**src/rtl/ping_pong_fill_scheduler.sv**
```systemverilog
// Ping-pong buffer scheduler: fills two banks alternately from a valid/ready stream
// and hands each full bank to a single consumer with start/done handshaking.
//
// state   | meaning
// EMPTY   | bank free, may be written when wr_sel points to it
// FILLING | bank partially written
// FULL    | bank complete, waiting for the consumer
// BUSY    | consumer owns the bank (rd_bank)
module ping_pong_fill_scheduler #(
    parameter int DEPTH      = 16,
    parameter int ADDR_WIDTH = (DEPTH > 1) ? $clog2(DEPTH) : 1,
    parameter int CNT_WIDTH  = 16
) (
    input  logic                  clk,
    input  logic                  rst,
    input  logic                  in_valid,
    output logic                  in_ready,
    output logic                  wr_bank0_en,
    output logic                  wr_bank1_en,
    output logic [ADDR_WIDTH-1:0] wr_addr,
    output logic                  consume_start,
    output logic                  rd_bank,
    input  logic                  consume_done,
    output logic [1:0]            bank0_state,
    output logic [1:0]            bank1_state,
    output logic [CNT_WIDTH-1:0]  fills_done,
    output logic                  err
);

    typedef enum logic [1:0] {EMPTY = 2'd0, FILLING = 2'd1, FULL = 2'd2, BUSY = 2'd3} bank_st_t;

    localparam logic [ADDR_WIDTH-1:0] LAST_ADDR = ADDR_WIDTH'(DEPTH - 1);

    bank_st_t               st     [2];
    bank_st_t               st_n   [2];
    logic                   wr_sel, wr_sel_n;
    logic                   rd_sel, rd_sel_n;
    logic [ADDR_WIDTH-1:0]  wr_cnt, wr_cnt_n;
    logic [CNT_WIDTH-1:0]   fills_n;
    logic                   err_n;
    logic                   start_n;
    logic                   rd_bank_n;
    logic                   accept;
    logic                   any_busy;
    logic                   start_c;
    logic                   done_ok;

    assign any_busy    = (st[0] == BUSY) || (st[1] == BUSY);
    assign start_c     = (st[rd_sel] == FULL) && !any_busy;
    assign done_ok     = consume_done && (st[rd_bank] == BUSY);
    assign in_ready    = !rst && ((st[wr_sel] == EMPTY) || (st[wr_sel] == FILLING));
    assign accept      = in_valid && in_ready;
    assign wr_bank0_en = accept && !wr_sel;
    assign wr_bank1_en = accept && wr_sel;
    assign wr_addr     = wr_cnt;
    assign bank0_state = st[0];
    assign bank1_state = st[1];

    always_comb begin
        st_n      = st;
        wr_sel_n  = wr_sel;
        rd_sel_n  = rd_sel;
        wr_cnt_n  = wr_cnt;
        fills_n   = fills_done;
        err_n     = err;
        start_n   = start_c;
        rd_bank_n = rd_bank;

        if (accept) begin
            if (wr_cnt == LAST_ADDR) begin
                st_n[wr_sel] = FULL;
                wr_cnt_n     = '0;
                wr_sel_n     = ~wr_sel;
                fills_n      = fills_done + CNT_WIDTH'(1);
            end else begin
                st_n[wr_sel] = FILLING;
                wr_cnt_n     = wr_cnt + ADDR_WIDTH'(1);
            end
        end

        // start needs no BUSY bank and done needs one, so these never collide
        if (start_c) begin
            st_n[rd_sel] = BUSY;
            rd_bank_n    = rd_sel;
        end

        if (done_ok) begin
            st_n[rd_bank] = EMPTY;
            rd_sel_n      = ~rd_sel;
        end else if (consume_done) begin
            err_n = 1'b1;
        end
    end

    always_ff @(posedge clk) begin
        if (rst) begin
            st[0]         <= EMPTY;
            st[1]         <= EMPTY;
            wr_sel        <= 1'b0;
            rd_sel        <= 1'b0;
            wr_cnt        <= '0;
            fills_done    <= '0;
            err           <= 1'b0;
            consume_start <= 1'b0;
            rd_bank       <= 1'b0;
        end else begin
            st            <= st_n;
            wr_sel        <= wr_sel_n;
            rd_sel        <= rd_sel_n;
            wr_cnt        <= wr_cnt_n;
            fills_done    <= fills_n;
            err           <= err_n;
            consume_start <= start_n;
            rd_bank       <= rd_bank_n;
        end
    end

endmodule
```
**config.mk**
```make
export PLATFORM = sky130hd
export DESIGN_NAME = ping_pong_fill_scheduler
export DESIGN_NICKNAME = d
export VERILOG_FILES = /design/src/rtl/ping_pong_fill_scheduler.sv
export SDC_FILE = /design/constraint.sdc
export NUM_CORES = 1
export LEC_CHECK = 0
export CAP_MARGIN = 0
export CORE_MARGIN = 2
export CORE_UTILIZATION = 48
export DETAILED_ROUTE_END_ITERATION = 6
export GPL_TIMING_DRIVEN = 0
export PLACE_DENSITY = 0.83
export SLEW_MARGIN = 20
export SYNTH_ARGS = -nofsm -noshare
export SYNTH_HDL_FRONTEND = slang
export SYNTH_SLANG_ARGS = --single-unit
```
**constraint.sdc**
```tcl
create_clock -name clk -period 2.59 [get_ports clk]
set_input_delay 0.518 -clock clk [delete_from_list [all_inputs] [get_ports clk]]
set_output_delay 0.518 -clock clk [all_outputs]
set_load 0.01 [all_outputs]
```
==> results of run 1 <==
-- cells in the mapped netlist (all sizes together) (2+ instances only) --
cell type / instances
mux2: 2
or4: 6
ha: 2
nor2: 11
or3: 8
o31ai: 5
nand2: 14
nand3: 11
clkbuf: 2
xor2: 2
dfxtp: 29
and4: 3
o21ai: 9
xnor2: 4
mux2i: 3
buf: 3
nand4: 6
inv: 3
nor3b: 2
a21oi: 19
-- where the power goes --
part	internal [uW]	switching (uW)	total, uW
combinational	22.0	22.5	44.5
sequential	449	3.76	453
clock	128	146	274
-- area by class of cell --
cell class,count,area share
clock buffer,7,0.0304
multi-input combinational,120,0.416
inverter,3,0.00622
sequential,29,0.321
buffer,4,0.0152
timing repair buffer,35,0.190
tap,31,0.0214
-- stage by stage --
step	util	cell area [um2]	hold WS (ps)
after global placement	0.636	1720	460
after CTS	0.665	1800	494
final	0.668	1810	489
after detailed placement	0.636	1720	474
after global routing	0.668	1810	523
after floorplan	-	1360	496
-- sequential cells by signal, indices dropped and copies added, names as in the netlist --
| signal | flops |
|---|---|
| fills_done | 16 |
| wr_addr | 4 |
| bank0_state | 2 |
| bank1_state | 2 |
| consume_start | 1 |
| err | 1 |
| rd_bank | 1 |
| rd_sel | 1 |
| wr_sel | 1 |
-- worst register-to-register path, cell delays in order (launching register included) --
cell,delay (ps)
dfxtp_1,420
ha_1,250
and3_1,170
clkbuf_1,280
nand4_1,390
or3_1,470
a21oi_1,130
-- per-layer routing --
layer / vias up / track usage / share of wire
li1: 667 / - / -
met1: 628 / 0.247 / 0.46
met2: 41 / 0.330 / 0.46
met3: 7 / 0.0862 / 0.056
met4: 0 / 0.120 / 0.026
met5: - / 0 / 0
-- worst paths after layout --
kind	start	end	slack (ps)	depth (start not counted)
worst max-delay path	rst	wr_bank0_en	20	3
worst min-delay path	err	err	490	2
worst max register to register	wr_addr[0]	fills_done[12]	440	6
worst min register to register	err	err	490	2
-- repair_timing --
action | CTS | global route
setup endpoints to repair | 3 | 1
pin swaps | 1 | 1
setup buffers | 1 | 1
resized for setup | 4 | 0
-- kinds of logic after synthesis --
logic type	after synthesis	synth area share
and+or+nand+nor	70	0.287
AOI/OAI and AO/OA	37	0.154
DFF	29	0.428
buffers and inverters	8	0.0314
xor gates and xnor gates	6	0.0388
muxes	5	0.0415
adders and majority gates	2	0.0185
==> flow_metrics.py, run 1 <==
metrics = {
    "outcome": {
        "status": "finished, final reports clean",
    },
    "clock_network": {
        "cts_max_level": 2,
        "cts-hold-fix-buffers": 0,
        "clock_latency_ps": 330,
        "cts-root-buf": "clkbuf_4",
        "clkSinkCount": 29,
        "path_clk_slew_ps": 80,
        "cts_inserted_buffers": 5,
        "cts_tree": "yes",
        "clockBufferDepth": 2,
    },
    "sta": {
        "max_freq_mhz": 390,
        "min_period_ps": 2570,
        "setup_viol": 0,
        "skew_ps": 7.71,
        "hold_violations": 0,
        "setup-tns-final_ps": 0,
        "worst_slack_ps": 24.6,
        "slew_headroom": 0.624,
        "slew_violations": 0,
        "tightest_slew_ps": 548,
        "fin_crit_sh": 0.990,
    },
    "floorplan": {
        "die-width_um": 57.1,
        "coreArea_um2": 2710,
        "initial_core_util": 0.500,
        "fp.dieH_um": 57.1,
        "num_rows": 19,
        "io_pins": 34,
        "die-area_um2": 3260,
    },
    "global_route": {
        "grt_first_pass_wirelength_mm": 5.18,
        "antenna_found_initial": 0,
        "grt_pass1_vias": 1206,
        "grtUsageTotal": 0.212,
        "grt_max_degree": 20,
        "grt_overflow": 0,
    },
    "flow_run": {
        "cap_violations": 0,
    },
    "yosys": {
        "synth_area_per_cell_um2": 8.63,
        "syn_area_um2": 1360,
        "synth_seq_cells": 29,
        "synth_fp_nets": 163,
        "ys.flop_type": "dfxtp_1",
        "synth_edf_count": 0,
        "yosys_warnings": 0,
        "synth_area_leader_cell": "dfxtp_1",
        "synth_cell_type_count": 37,
        "ys_top_cells_by_area": "dfxtp_1 (43%), a21oi_1 (7.0%), nand3_1 (4.1%)",
        "async_flop_share": 0,
        "synth_top_area_share": 0.428,
        "synthCells": 157,
        "seq_area_frac_synth": 0.428,
    },
    "finish": {
        "multi_input_area_um2": 752,
        "final_cell_mix": "clkdlybuf4s50_1 (32), dfxtp_1 (29), a21oi_1 (19), nand2_1 (14)",
        "diodes": 0,
        "nets": 204,
        "fin_cells": 229,
        "fill_cells": 230,
        "drive_gt1_frac": 0.0859,
        "final_common_cell": "clkdlybuf4s50_1",
        "seqCellArea_um2": 581,
        "area.growth.synth_to_final_pct": 33.5,
    },
    "routing": {
        "wl_mm": 3.20,
        "drc": 0,
        "first_iter_violations": 28,
        "avgRoutedWirePerCell_um": 14.0,
        "drtPass1Iterations": 4,
        "vias": 1343,
        "vias_per_cell": 5.86,
        "postRouteAntennaNets": 0,
    },
    "setup_path": {
        "crit_required_ps": 2070,
        "cp_common_cell": "clkdlybuf4s50_1",
        "cp-start-kind": "primary input",
        "path_cells": "clkdlybuf4s50_1, nor4b_4, clkdlybuf4s50_1",
        "worstSetupPathType": "primary input to output pin",
        "crit_family": "buffers and inverters",
        "crit_path_end_kind": "output pin",
        "cpPeakStageDelay_ps": 600,
        "worstPathMaxFanout": 5,
        "cp.arrival_ps": 2050,
        "cp_num_buf_inv": 2,
        "cp_slowest_cell": "clkdlybuf4s50_1",
    },
    "placement": {
        "hpwl_mm": 2.31,
        "place_ws_ps": -314,
        "place_inst": 221,
        "io_buffers": 33,
        "routabilityCongestion": 0.801,
    },
    "power_and_ir_drop": {
        "vdd_ir_drop_max_mv": 0.380,
        "finalPower_uw": 771,
        "p_per_area_nw_per_um2": 426,
        "p_leak_uw": 0.000597,
    },
    "worst_hold_path": {
        "hp-class": "flop to flop",
    },
}
Power figures use the tool's default switching activity.
==> inputs of run 2 (changes only) <==
--- a/config.mk
+++ b/config.mk
@@ -11,7 +11,6 @@
 export DETAILED_ROUTE_END_ITERATION = 6
 export GPL_TIMING_DRIVEN = 0
 export PLACE_DENSITY = 0.83
-export SLEW_MARGIN = 20
 export SYNTH_ARGS = -nofsm -noshare
 export SYNTH_HDL_FRONTEND = slang
 export SYNTH_SLANG_ARGS = --single-unit
==> constraint.sdc (replaced) <==
create_clock -name clk -period 2.7 [get_ports clk]
set_input_delay 0.54 -clock clk [delete_from_list [all_inputs] [get_ports clk]]
set_output_delay 0.54 -clock clk [all_outputs]
set_load 0.01 [all_outputs]
==> run 2 against run 1 <==
Compared with the run above:
- core utilization is 0.14 points lower
- non-clock buffer count fell by 1
- sequential share of layout area up 0.067 points
- cell area shrank 0.21%
- power fell by 4.4%
==> flow_metrics.py, run 2 (same netlist as run 1, synthesis figures left out) <==
metrics = {
    "floorplan": {
        "coreArea_um2": 2710,
        "fp.dieH_um": 57.1,
        "io_pins": 34,
        "num_rows": 19,
        "initial_core_util": 0.500,
        "die-width_um": 57.1,
        "die-area_um2": 3260,
    },
    "setup_path": {
        "crit_path_end_kind": "output pin",
        "cp.arrival_ps": 2050,
        "cp-start-kind": "primary input",
        "rrSetupSlack_ps": 540,
        "crit_required_ps": 2160,
        "worstSetupPathType": "primary input to output pin",
        "worstPathMaxFanout": 5,
    },
    "power_and_ir_drop": {
        "pwr-share-seq": 0.589,
        "p_comb_frac": 0.056,
        "p_int_uw": 573,
        "power.share.clock": 0.355,
        "sw_frac_of_total": 0.222,
        "vdd_ir_drop_max_mv": 0.364,
        "p_leak_uw": 0.000606,
        "p_per_area_nw_per_um2": 408,
        "p_switching_uw": 164,
    },
    "finish": {
        "largest_register_ff_count": 16,
        "area.growth.synth_to_final_pct": 33.2,
        "diodes": 0,
        "drive_gt1_frac": 0.0812,
        "final_common_cell": "clkdlybuf4s50_1",
        "fin_util": 0.666,
        "top_register": "fills_done",
        "final_cell_mix": "clkdlybuf4s50_1 (32), dfxtp_1 (29), a21oi_1 (19), nand2_1 (14)",
        "nets": 203,
    },
    "sta": {
        "hold_violations": 0,
        "rsz0062_at_grt": "no",
        "tightest_slew_ps": 549,
        "hold_ws_ps": 489,
        "setup_viol": 0,
        "slew_headroom": 0.624,
        "max_freq_mhz": 386,
        "min_period_ps": 2590,
        "skew_ps": 7.78,
        "fin_crit_sh": 0.959,
        "slew_violations": 0,
    },
    "flow_run": {
        "cap_violations": 0,
    },
    "routing": {
        "drtPass1Iterations": 4,
        "vias": 1347,
        "first_iter_violations": 24,
        "drc": 0,
        "postRouteAntennaNets": 0,
        "vias_per_cell": 5.91,
        "wl_mm": 3.20,
        "avgRoutedWirePerCell_um": 14.0,
    },
    "global_route": {
        "met2_usage": 0.325,
        "grt_pass1_vias": 1201,
        "use_met3": 0.0862,
        "grtUsageTotal": 0.211,
        "grt_overflow": 0,
        "grtUsageMet1": 0.247,
        "busiest_layer": "met2",
        "antenna_found_initial": 0,
        "grt_first_pass_wirelength_mm": 5.15,
        "grt_max_degree": 20,
    },
    "outcome": {
        "status": "finished, final reports clean",
    },
    "clock_network": {
        "cts_tree": "yes",
        "cts_max_level": 2,
        "cts_inserted_buffers": 5,
        "cts-root-buf": "clkbuf_4",
        "clockBufferDepth": 2,
        "clock_latency_ps": 330,
        "path_clk_slew_ps": 80,
        "clkSinkCount": 29,
    },
    "placement": {
        "io_buffers": 33,
        "hpwl_mm": 2.31,
        "routabilityCongestion": 0.801,
    },
    "worst_hold_path": {
        "hp-class": "flop to flop",
    },
}
==> run 2: cell types whose count changed in the layout (fill, tap and decap cells not counted), sizes merged <==
| cell | delta |
|---|---|
| buf | -1 |
| dlygate4sd2 | -1 |
| dlymetal6s2s | +1 |
==> run 2: power groups by stage <==
stage,clock (uW),sequential [uW],combinational (uW)
6_report,262,434,41.3
5_1_grt,291,435,44.6
4_1_cts,274,434,40.1
3_5_place_dp,0,444,40.3
3_3_place_gp,0,444,39.2
2_1_floorplan,0,446,17.6
==> run 2: what timing repair did <==
action,in CTS,in global routing
endpoints found under the setup margin,3,2
resized for setup,2,2
cloned,0,0
hold buffers,0,0
setup buffers,1,0
pin swaps,1,0
==> run 2: final cells by class <==
cell class,instances,area (um2)
Fill cell,228,905
Clock buffer,7,55.1
Sequential cell,29,581
Multi-Input combinational cell,120,752
Tap cell,31,38.8
Buffer,4,27.5
Timing Repair Buffer,34,340
Inverter,3,11.3
==> run 2: per-layer routing <==
metal  part of all wire  up-vias
li1                   -      663
met1               0.46      633
met2               0.46       44
met3              0.061        7
met4              0.026        0
met5                  0        -
==> run 2: worst paths after layout <==
kind | startpoint | to | cells past startpoint
worst min-delay path | err | err | 2
worst min register to register | err | err | 2
worst max register to register | wr_addr[0] | fills_done[12] | 6
worst max-delay path | rst | wr_bank0_en | 3
==> run 2: critical path, cell delays in order <==
cell             delay (ps)
clkdlybuf4s50_1         520
nor4b_4                 380
clkdlybuf4s50_1         610
==> run 2: metrics by stage <==
step           total power [uW]  setup slack [ps]  TNS (ps)  std cells  cell area [um2]
2_1_floorplan               463               649         0        157             1360
3_3_place_gp                483              -213      -483        221             1720
3_5_place_dp                485              -248      -525        221             1720
4_1_cts                     748              24.7         0        228             1790
5_1_grt                     771              64.1         0        228             1810
6_report                    738               110         0        228             1810
